**src/rtl/instr_fetch_queue_if.sv**
```systemverilog
// Instruction-memory and issue-stage signals of the fetch queue.
// master = fetch queue side, slave = memory / issue stage side.
interface instr_fetch_queue_if;
    logic [3:0]  PC;
    logic [15:0] output_instruction;
    logic        issue_valid;
    logic        issue_ready;
    logic [15:0] issue_instr;
    logic [3:0]  issue_op;
    logic [3:0]  issue_rd;
    logic [3:0]  issue_rs;
    logic [3:0]  issue_rt;

    modport master (
        output PC, issue_valid, issue_instr, issue_op, issue_rd, issue_rs, issue_rt,
        input  output_instruction, issue_ready
    );

    modport slave (
        input  PC, issue_valid, issue_instr, issue_op, issue_rd, issue_rs, issue_rt,
        output output_instruction, issue_ready
    );
endinterface

```
**src/rtl/instr_fetch_queue.sv**
```systemverilog
// Instruction fetch queue: fetches PROG_LEN words into an in-order FIFO feeding issue.
// Optional issue stall counter enabled by defining ISSUE_STALL_CNT_EN.
module instr_fetch_queue #(
    parameter int DEPTH    = 4,
    parameter int PROG_LEN = 4
) (
    input  logic                   clk1,
    input  logic                   rst,
    input  logic                   start,
    instr_fetch_queue_if.master    bus,
    output logic                   busy,
    output logic                   done,
    output logic [3:0]             count,
    output logic [15:0]            stall_cycles
);
    localparam int            AW      = (DEPTH > 1) ? $clog2(DEPTH) : 1;
    localparam logic [4:0]    DEPTH_L = 5'(DEPTH);
    localparam logic [3:0]    LAST_PC = 4'(PROG_LEN - 1);

    typedef enum logic [1:0] {S_IDLE, S_FETCH, S_DRAIN, S_DONE} state_t;

    state_t         r_state, w_state_nxt;
    logic [3:0]     r_pc;
    logic           r_pending;
    logic [3:0]     r_count;
    logic [AW-1:0]  r_wptr, r_rptr;
    logic [15:0]    r_fifo [DEPTH];

    logic           w_req, w_push, w_pop, w_launch;
    logic [3:0]     w_count_nxt;

    // Credit counts words in flight; same-cycle pops are deliberately not credited.
    assign w_req       = (r_state == S_FETCH) &&
                         ({1'b0, r_count} + {4'b0, r_pending} + 5'd1 <= DEPTH_L);
    assign w_push      = r_pending;
    assign w_pop       = (r_count != 4'd0) && bus.issue_ready;
    assign w_launch    = start && ((r_state == S_IDLE) || (r_state == S_DONE));
    assign w_count_nxt = r_count + {3'b0, w_push} - {3'b0, w_pop};

    always_comb begin
        w_state_nxt = r_state;
        case (r_state)
            S_IDLE:  if (start) w_state_nxt = S_FETCH;
            S_FETCH: if (w_req && (r_pc == LAST_PC)) w_state_nxt = S_DRAIN;
            S_DRAIN: if ((w_count_nxt == 4'd0) && !r_pending) w_state_nxt = S_DONE;
            S_DONE:  if (start) w_state_nxt = S_FETCH;
            default: w_state_nxt = S_IDLE;
        endcase
    end

    always_ff @(posedge clk1) begin
        if (rst) begin
            r_state   <= S_IDLE;
            r_pc      <= 4'd0;
            r_pending <= 1'b0;
            r_count   <= 4'd0;
            r_wptr    <= '0;
            r_rptr    <= '0;
            for (int i = 0; i < DEPTH; i++) r_fifo[i] <= 16'h0;
        end else begin
            r_state   <= w_state_nxt;
            r_pending <= w_req;
            r_count   <= w_count_nxt;
            if (w_launch)   r_pc <= 4'd0;
            else if (w_req) r_pc <= r_pc + 4'd1;
            if (w_push) begin
                r_fifo[r_wptr] <= bus.output_instruction;
                r_wptr         <= r_wptr + 1'b1;
            end
            if (w_pop) r_rptr <= r_rptr + 1'b1;
        end
    end

    assign bus.PC          = r_pc;
    assign bus.issue_valid = (r_count != 4'd0);
    assign bus.issue_instr = r_fifo[r_rptr];
    assign bus.issue_op    = bus.issue_instr[15:12];
    assign bus.issue_rd    = bus.issue_instr[11:8];
    assign bus.issue_rs    = bus.issue_instr[7:4];
    assign bus.issue_rt    = bus.issue_instr[3:0];
    assign busy            = (r_state == S_FETCH) || (r_state == S_DRAIN);
    assign done            = (r_state == S_DONE);
    assign count           = r_count;

`ifdef ISSUE_STALL_CNT_EN
    logic [15:0] r_stall;

    always_ff @(posedge clk1) begin
        if (rst || start)
            r_stall <= 16'h0;
        else if (bus.issue_valid && !bus.issue_ready && (r_stall != 16'hFFFF))
            r_stall <= r_stall + 16'd1;
    end

    assign stall_cycles = r_stall;
`else
    assign stall_cycles = 16'h0;
`endif
endmodule

```
**src/flat_wrapper.sv**
```systemverilog
// flat-port wrapper written by rule: the top's interface ports become plain ports
module instr_fetch_queue_flat 
#(
    parameter int DEPTH    = 4,
    parameter int PROG_LEN = 4
)
  (clk1, rst, start, busy, done, count, stall_cycles, bus_PC, bus_issue_valid, bus_issue_instr, bus_issue_op, bus_issue_rd, bus_issue_rs, bus_issue_rt, bus_output_instruction, bus_issue_ready);
  instr_fetch_queue_if bus_i ();
  input  logic clk1;
  input  logic rst;
  input  logic start;
  output logic busy;
  output logic done;
  output logic [3:0] count;
  output logic [15:0] stall_cycles;
  output wire logic [$bits(bus_i.PC)-1:0] bus_PC;
  output wire logic [$bits(bus_i.issue_valid)-1:0] bus_issue_valid;
  output wire logic [$bits(bus_i.issue_instr)-1:0] bus_issue_instr;
  output wire logic [$bits(bus_i.issue_op)-1:0] bus_issue_op;
  output wire logic [$bits(bus_i.issue_rd)-1:0] bus_issue_rd;
  output wire logic [$bits(bus_i.issue_rs)-1:0] bus_issue_rs;
  output wire logic [$bits(bus_i.issue_rt)-1:0] bus_issue_rt;
  input wire logic [$bits(bus_i.output_instruction)-1:0] bus_output_instruction;
  input wire logic [$bits(bus_i.issue_ready)-1:0] bus_issue_ready;
  assign bus_PC = bus_i.PC;
  assign bus_issue_valid = bus_i.issue_valid;
  assign bus_issue_instr = bus_i.issue_instr;
  assign bus_issue_op = bus_i.issue_op;
  assign bus_issue_rd = bus_i.issue_rd;
  assign bus_issue_rs = bus_i.issue_rs;
  assign bus_issue_rt = bus_i.issue_rt;
  assign bus_i.output_instruction = bus_output_instruction;
  assign bus_i.issue_ready = bus_issue_ready;
  instr_fetch_queue #(.DEPTH(DEPTH), .PROG_LEN(PROG_LEN)) u_core (.clk1(clk1), .rst(rst), .start(start), .bus(bus_i), .busy(busy), .done(done), .count(count), .stall_cycles(stall_cycles));
endmodule
```
**config.mk**
```make
export PLATFORM = sky130hd
export DESIGN_NAME = instr_fetch_queue_flat
export DESIGN_NICKNAME = d
export VERILOG_FILES = /design/src/rtl/instr_fetch_queue_if.sv /design/src/rtl/instr_fetch_queue.sv /design/src/flat_wrapper.sv
export SDC_FILE = /design/constraint.sdc
export NUM_CORES = 1
export LEC_CHECK = 0
export CORE_ASPECT_RATIO = 1.2
export CORE_MARGIN = 5
export CORE_UTILIZATION = 56
export CTS_CLUSTER_DIAMETER = 80
export CTS_CLUSTER_SIZE = 8
export DETAILED_ROUTE_END_ITERATION = 8
export HOLD_SLACK_MARGIN = 0.12
export PLACE_DENSITY = 0.86
export SLEW_MARGIN = 25
export SYNTH_ARGS = -nofsm -noshare
export SYNTH_HDL_FRONTEND = slang
export SYNTH_SLANG_ARGS = --single-unit
```
**constraint.sdc**
```tcl
create_clock -name clk1 -period 6.5 [get_ports clk1]
set_input_delay 0.975 -clock clk1 [delete_from_list [all_inputs] [get_ports clk1]]
set_output_delay 0.975 -clock clk1 [all_outputs]
set_load 0.005 [all_outputs]
```
Word-level counts from Yosys, hierarchy flattened. Memories as Yosys holds them, arrays and structs flattened. A register that Yosys moved wholly into a read port is not among the register bits. Index checks and enable logic that the tools add are counted. Widths: inputs -> output; s select.

Input port bits: 20. Output and inout bits: 59. Bits in registers: 15. Bits in writable memories: 64. Memories: 1.

Add/subtract/negate cells: 7. $lt $le $gt $ge: 1. Eq/ne operators: 7. Reductions and logical operators: 15. Muxes and demuxes: 14.

Memories: u_core.r_fifo (words 4, bits a word 16, rd ports 1, clocked after Yosys merged registers in 1, write ports 4, line instr_fetch_queue.sv:27) `logic [15:0] r_fifo [DEPTH];`.

Operators with widths (count): $mux 16 (1); $reduce_or 16->1 (1); $mux 2 (6); $mux 1 (6); $pmux 2 s3 (1); $add 4x1->5 (1); $add 5x1->5 const B (1); $le 5x3->1 const B (1); $logic_and 1x1->1 (5); $add 2x1->2 const B (2); $add 4x1->4 (1); $add 4x1->4 const B (1); $eq 2x2->1 const B (2); $eq 4x2->1 const B (1); $logic_not 4->1 (1); $ne 2x1->1 const B (2); $reduce_bool 4->1 (1); $reduce_or 2->1 (2); $sub 4x1->4 (1); $reduce_and 3->1 (1); $eq 2x1->1 const B (1); $logic_not 2->1 (1); $logic_or 1x1->1 (2); $ne 2x2->1 const B (1); $logic_not 1->1 (1).

Logic depth before layout (Yosys ltp).
Depth in word-level cells: 7. Depth in mapped cells: 14. Mapped depth without buffers: 14.

Least setup slack after synthesis. OpenSTA, ideal clock, no wires.

Path type: input -> register. Start point: in bus_issue_ready. End point: reg u_core.r_state[0]. Buffers on the path: 0. Cell stages on the path: 11. Data arrival time: 3104 ps. Path slack: 3310 ps. Cell sequence: and2_1 ha_1 inv_1 ha_1 inv_1 fa_1 xor2_1 nand3b_2 o41a_1 o31a_1 a211oi_1.

Cells in the longest elaborated chain, start to end: 6.

Ends and longest elaborated chain: start, declared (line flat_wrapper.sv:24) `input wire logic [$bits(bus_i.issue_ready)-1:0] bus_issue_ready;`; $logic_and 1x1->1 (line instr_fetch_queue.sv:36) `assign w_pop = (r_count != 4'd0) && bus.issue_ready;`; $sub 4x1->4 (line instr_fetch_queue.sv:38) `assign w_count_nxt = r_count + {3'b0, w_push} - {3'b0, w_pop};`; $logic_not 4->1 (line instr_fetch_queue.sv:45) `S_DRAIN: if ((w_count_nxt == 4'd0) && !r_pending) w_state_nxt = S_DONE;`; $logic_and 1x1->1 (line instr_fetch_queue.sv:45); $ne 2x1->1 (no line); $reduce_and 3->1 (no line); end signal, assigned (line instr_fetch_queue.sv:61) `r_state <= w_state_nxt;`; end, declared (line instr_fetch_queue.sv:22) `state_t r_state, w_state_nxt;`.

Every way passes these cells. A chain may end at the register's enable or synchronous reset.

Final worst setup path.
Start point: in bus_issue_ready. End point: reg u_core.r_state[0].

Cells in the longest elaborated chain, start to end: 6.

Ends and longest elaborated chain: $logic_and 1x1->1 (line instr_fetch_queue.sv:36); net u_core.w_pop (line instr_fetch_queue.sv:29) `logic w_req, w_push, w_pop, w_launch;`; $sub 4x1->4 (line instr_fetch_queue.sv:38); $logic_not 4->1 (line instr_fetch_queue.sv:45); $logic_and 1x1->1 (line instr_fetch_queue.sv:45); $ne 2x1->1 (no line); $reduce_and 3->1 (no line).

The timed path passes the listed nets, and every way through them passes these cells.

==> results.ini <==
[run_status]
outcome=completed

[logic_synthesis]
synthAdderAreaFrac_pct=4.924
synth_simple_gate_area_share_pct=14.71
synth_area_um2=3964
syn_inst=297
synth_mux_area_share_pct=9.343
synth.distinct_cells=37
ys_seq_area_share_pct=57.07
synth_compound_area_share_pct=3.093
synth_edf_count=64
synth_seq_cells=81
synth_xor_area_share_pct=1.989
yosys_warnings=0
synth.avg_cell_area_um2=13.35
synth_flop_cell=edfxtp_1
async_flop_share_pct=0
synth_top_family_by_area=simple AND/OR/NAND/NOR gates

[routing]
remaining_drc_errors=0
drt_pass1_iterations=4
avgViaCountPerCell=5.387
ant_nets=0
vias=2354
drtIter0Drc=153
drt-total-wl_mm=7.734
post_drt_wl_per_cell_um=17.70

[setup_path]
cp_max_fo=4
reg2reg_from=u_core.count[2]$_SDFF_PP0_
cp-end-kind=flop
cp.required_ps=6750
worst-setup-path-type=input port to flop
worstSetupStartpointType=input port
r2r-end=u_core.r_state[0]$_SDFFE_PP0P_
critPathCapture=u_core.r_state[0]$_SDFFE_PP0P_
arrival_ps=3720
r2r_setup_slack_ps=3300
max_stage_delay_ps=470
worstSetupStartpoint=bus_issue_ready
path_cells=clkdlybuf4s50_1 -> and2_1 -> ha_1 -> inv_1 -> ha_1 -> inv_1 -> fa_1 -> xor2_1 -> nand3b_2 -> o41a_1 -> o31a_1 -> a211oi_1
reg2regPathDepth=14
slowest_stage=clkdlybuf4s50_1

[grt]
grt_pass1_vias=2512
grt_usage_pct=18.91
grt_pass1_wl_mm=12.58
gr-total-overflow=0
grt_antenna_before_repair=0
grt_max_degree=24

[floorplanning]
rows=33
dieArea_um2=8867
io_pins=79
core_um2=6854
initial_core_util_pct=57.83
die_h_um=102.2
die_w_um=86.80

[clocking]
cts_resized=0
h-tree-depth=3
clockBufferDepth=2
clock_latency_ps=340
cts.sinks=81
ctsRootBufferMaster=clkbuf_8
cts_hold_buffers=0
cts_tree=built
clkSlewWorstSetupHoldPaths_ps=80
cts_setup_buffers=0
cts_buffers=9

[cells_and_area]
layout-area-overhead-vs-synth_pct=18.31
antenna_cells=0
fin_util_pct=68.42
drive_gt1_share_pct=12.00
nNetsFinal=380

[power_and_ir_drop]
p_leak_nw=1.838
combinationalPowerShare_pct=35.9
irDropWorstVdd_v=0.0002422
p_sw_mw=0.4944
clockPowerShare_pct=21.8
power_frac_seq_pct=42.4
switching_share_pct=29.77
power_density_nw_per_um2=354.1
intPower_mw=1.166

[timing]
setup_total_negative_slack_ps=0
skew_ps=8.690
worstMarginPinSlew_ps=818.5
clock.fmax_ghz=0.2879
rsz0062_at_grt=no
slew_headroom_pct=45.36
finalHoldViolations=0
post-route-min-period_ps=3473
setup-violations-final=0
drv_slew=0
finalCritPeriodShare_pct=53.43

[placement]
portBuffers=62
hpwl_mm=5.187
gp_congestion=0.8264

[run]
max-cap-violations=0

[hold_path]
hp-class=flop to flop

## critical path: cells and delay by family
family | cells | cell delay [ps]
buffers and inverters | 3 | 590
XOR/XNOR | 1 | 250
AND/OR/NAND/NOR | 2 | 260
AO/OA/AOI/OAI | 3 | 880
adder cells (fa/ha/maj) | 3 | 760
## cells by family after synthesis
logic type               Yosys count
AND/OR/NAND/NOR                  100
adder cells (fa/ha/maj)           15
other                              1
buffers and inverters             60
XOR/XNOR                           9
multiplexers                      17
AO/OA/AOI/OAI                     14
flip-flops                        81
## cell usage in the layout (no fill, tap or decap), drive strengths merged, types with 3 or more instances in the layout
| cell type | count |
|---|---|
| edfxtp | 64 |
| clkdlybuf4s50 | 62 |
| and2 | 49 |
| and3 | 17 |
| dfxtp | 17 |
| mux4 | 16 |
| conb | 16 |
| inv | 16 |
| ha | 14 |
| nor2 | 13 |
| clkbuf | 11 |
| nand3 | 6 |
| xor2 | 6 |
| buf | 4 |
| nand2 | 3 |
| xnor2 | 3 |
| a21oi | 3 |
| o21ai | 3 |
## how the worst min path moves through the flow
stage                                  start  cells past startpoint  slack [ps]                             to
2_1_floorplan  u_core.r_rptr[1]$_SDFFE_PP0P_                      2         480                           flop
3_3_place_gp   u_core.bus.PC[3]$_SDFFE_PP0P_                      2         490  u_core.bus.PC[3]$_SDFFE_PP0P_
3_5_place_dp   u_core.bus.PC[3]$_SDFFE_PP0P_                      2         510  u_core.bus.PC[3]$_SDFFE_PP0P_
4_1_cts        u_core.bus.PC[3]$_SDFFE_PP0P_                      2         520  u_core.bus.PC[3]$_SDFFE_PP0P_
5_1_grt        u_core.bus.PC[3]$_SDFFE_PP0P_                      2         590  u_core.bus.PC[3]$_SDFFE_PP0P_
6_report       u_core.bus.PC[3]$_SDFFE_PP0P_                      2         520  u_core.bus.PC[3]$_SDFFE_PP0P_
## area by class of cell
class / count / area, um^2
flip-flops and latches: 81 / 2263
clock inverters: 5 / 55.05
fillers: 511 / 2165
multi-input cells: 171 / 1410
clock buffers: 11 / 141.4
repair buffers: 66 / 650.6
inverters: 16 / 60.06
well taps: 87 / 108.9
## metrics by stage
stage          worst slack, ps  area [um^2]  power, mW  hold WS, ps  cells
6_report                  3027         4690      1.661        515.1    437
5_1_grt                   2874         4690      1.763        592.8    437
4_1_cts                   3055         4690      1.674        524.2    437
3_5_place_dp              2699         4493      1.316        508.6    421
3_3_place_gp              2797         4492      1.291        494.0    421
2_1_floorplan             3310         4020      1.078        484.7    312
## sequential cells by signal (all words and copies together), names as in the netlist, named ones only
name	count
u_core.r_fifo	64
u_core.bus.PC	4
u_core.r_wptr	2
u_core.r_state	2
u_core.r_pending	1
u_core.count	4
u_core.r_rptr	2
## layer usage
metal | vias to the layer above | part of all wire [%] | global-route usage (%)
met1 | 1174 | 39 | 21.99
li1 | 1099 | - | -
met3 | 11 | 4.8 | 4.274
met2 | 70 | 55 | 33.84
met4 | 0 | 1.7 | 7.194
met5 | - | 0 | 0
## synthesized netlist by cell type, drive strengths merged (3+ instances only)
| master | instances | share of area [%] |
|---|---|---|
| clkbuf | 10 | 0.95 |
| a21oi | 3 | 0.38 |
| buf | 34 | 6.3 |
| xor2 | 6 | 1.3 |
| mux4 | 16 | 9.1 |
| nand3 | 6 | 0.76 |
| nand2 | 3 | 0.28 |
| ha | 14 | 4.4 |
| o21ai | 3 | 0.38 |
| xnor2 | 3 | 0.66 |
| inv | 16 | 1.5 |
| and2 | 49 | 7.7 |
| dfxtp | 17 | 8.6 |
| nor2 | 13 | 1.2 |
| edfxtp | 64 | 48 |
| and3 | 17 | 2.7 |
## power groups by stage
stage	logic, mW	registers [mW]	clock network (mW)
4_1_cts	0.603	0.706	0.364
5_1_grt	0.654	0.718	0.392
6_report	0.596	0.704	0.361
3_3_place_gp	0.579	0.712	0
2_1_floorplan	0.415	0.663	0
3_5_place_dp	0.599	0.717	0
No activity file was read; power rests on OpenSTA's default activity.
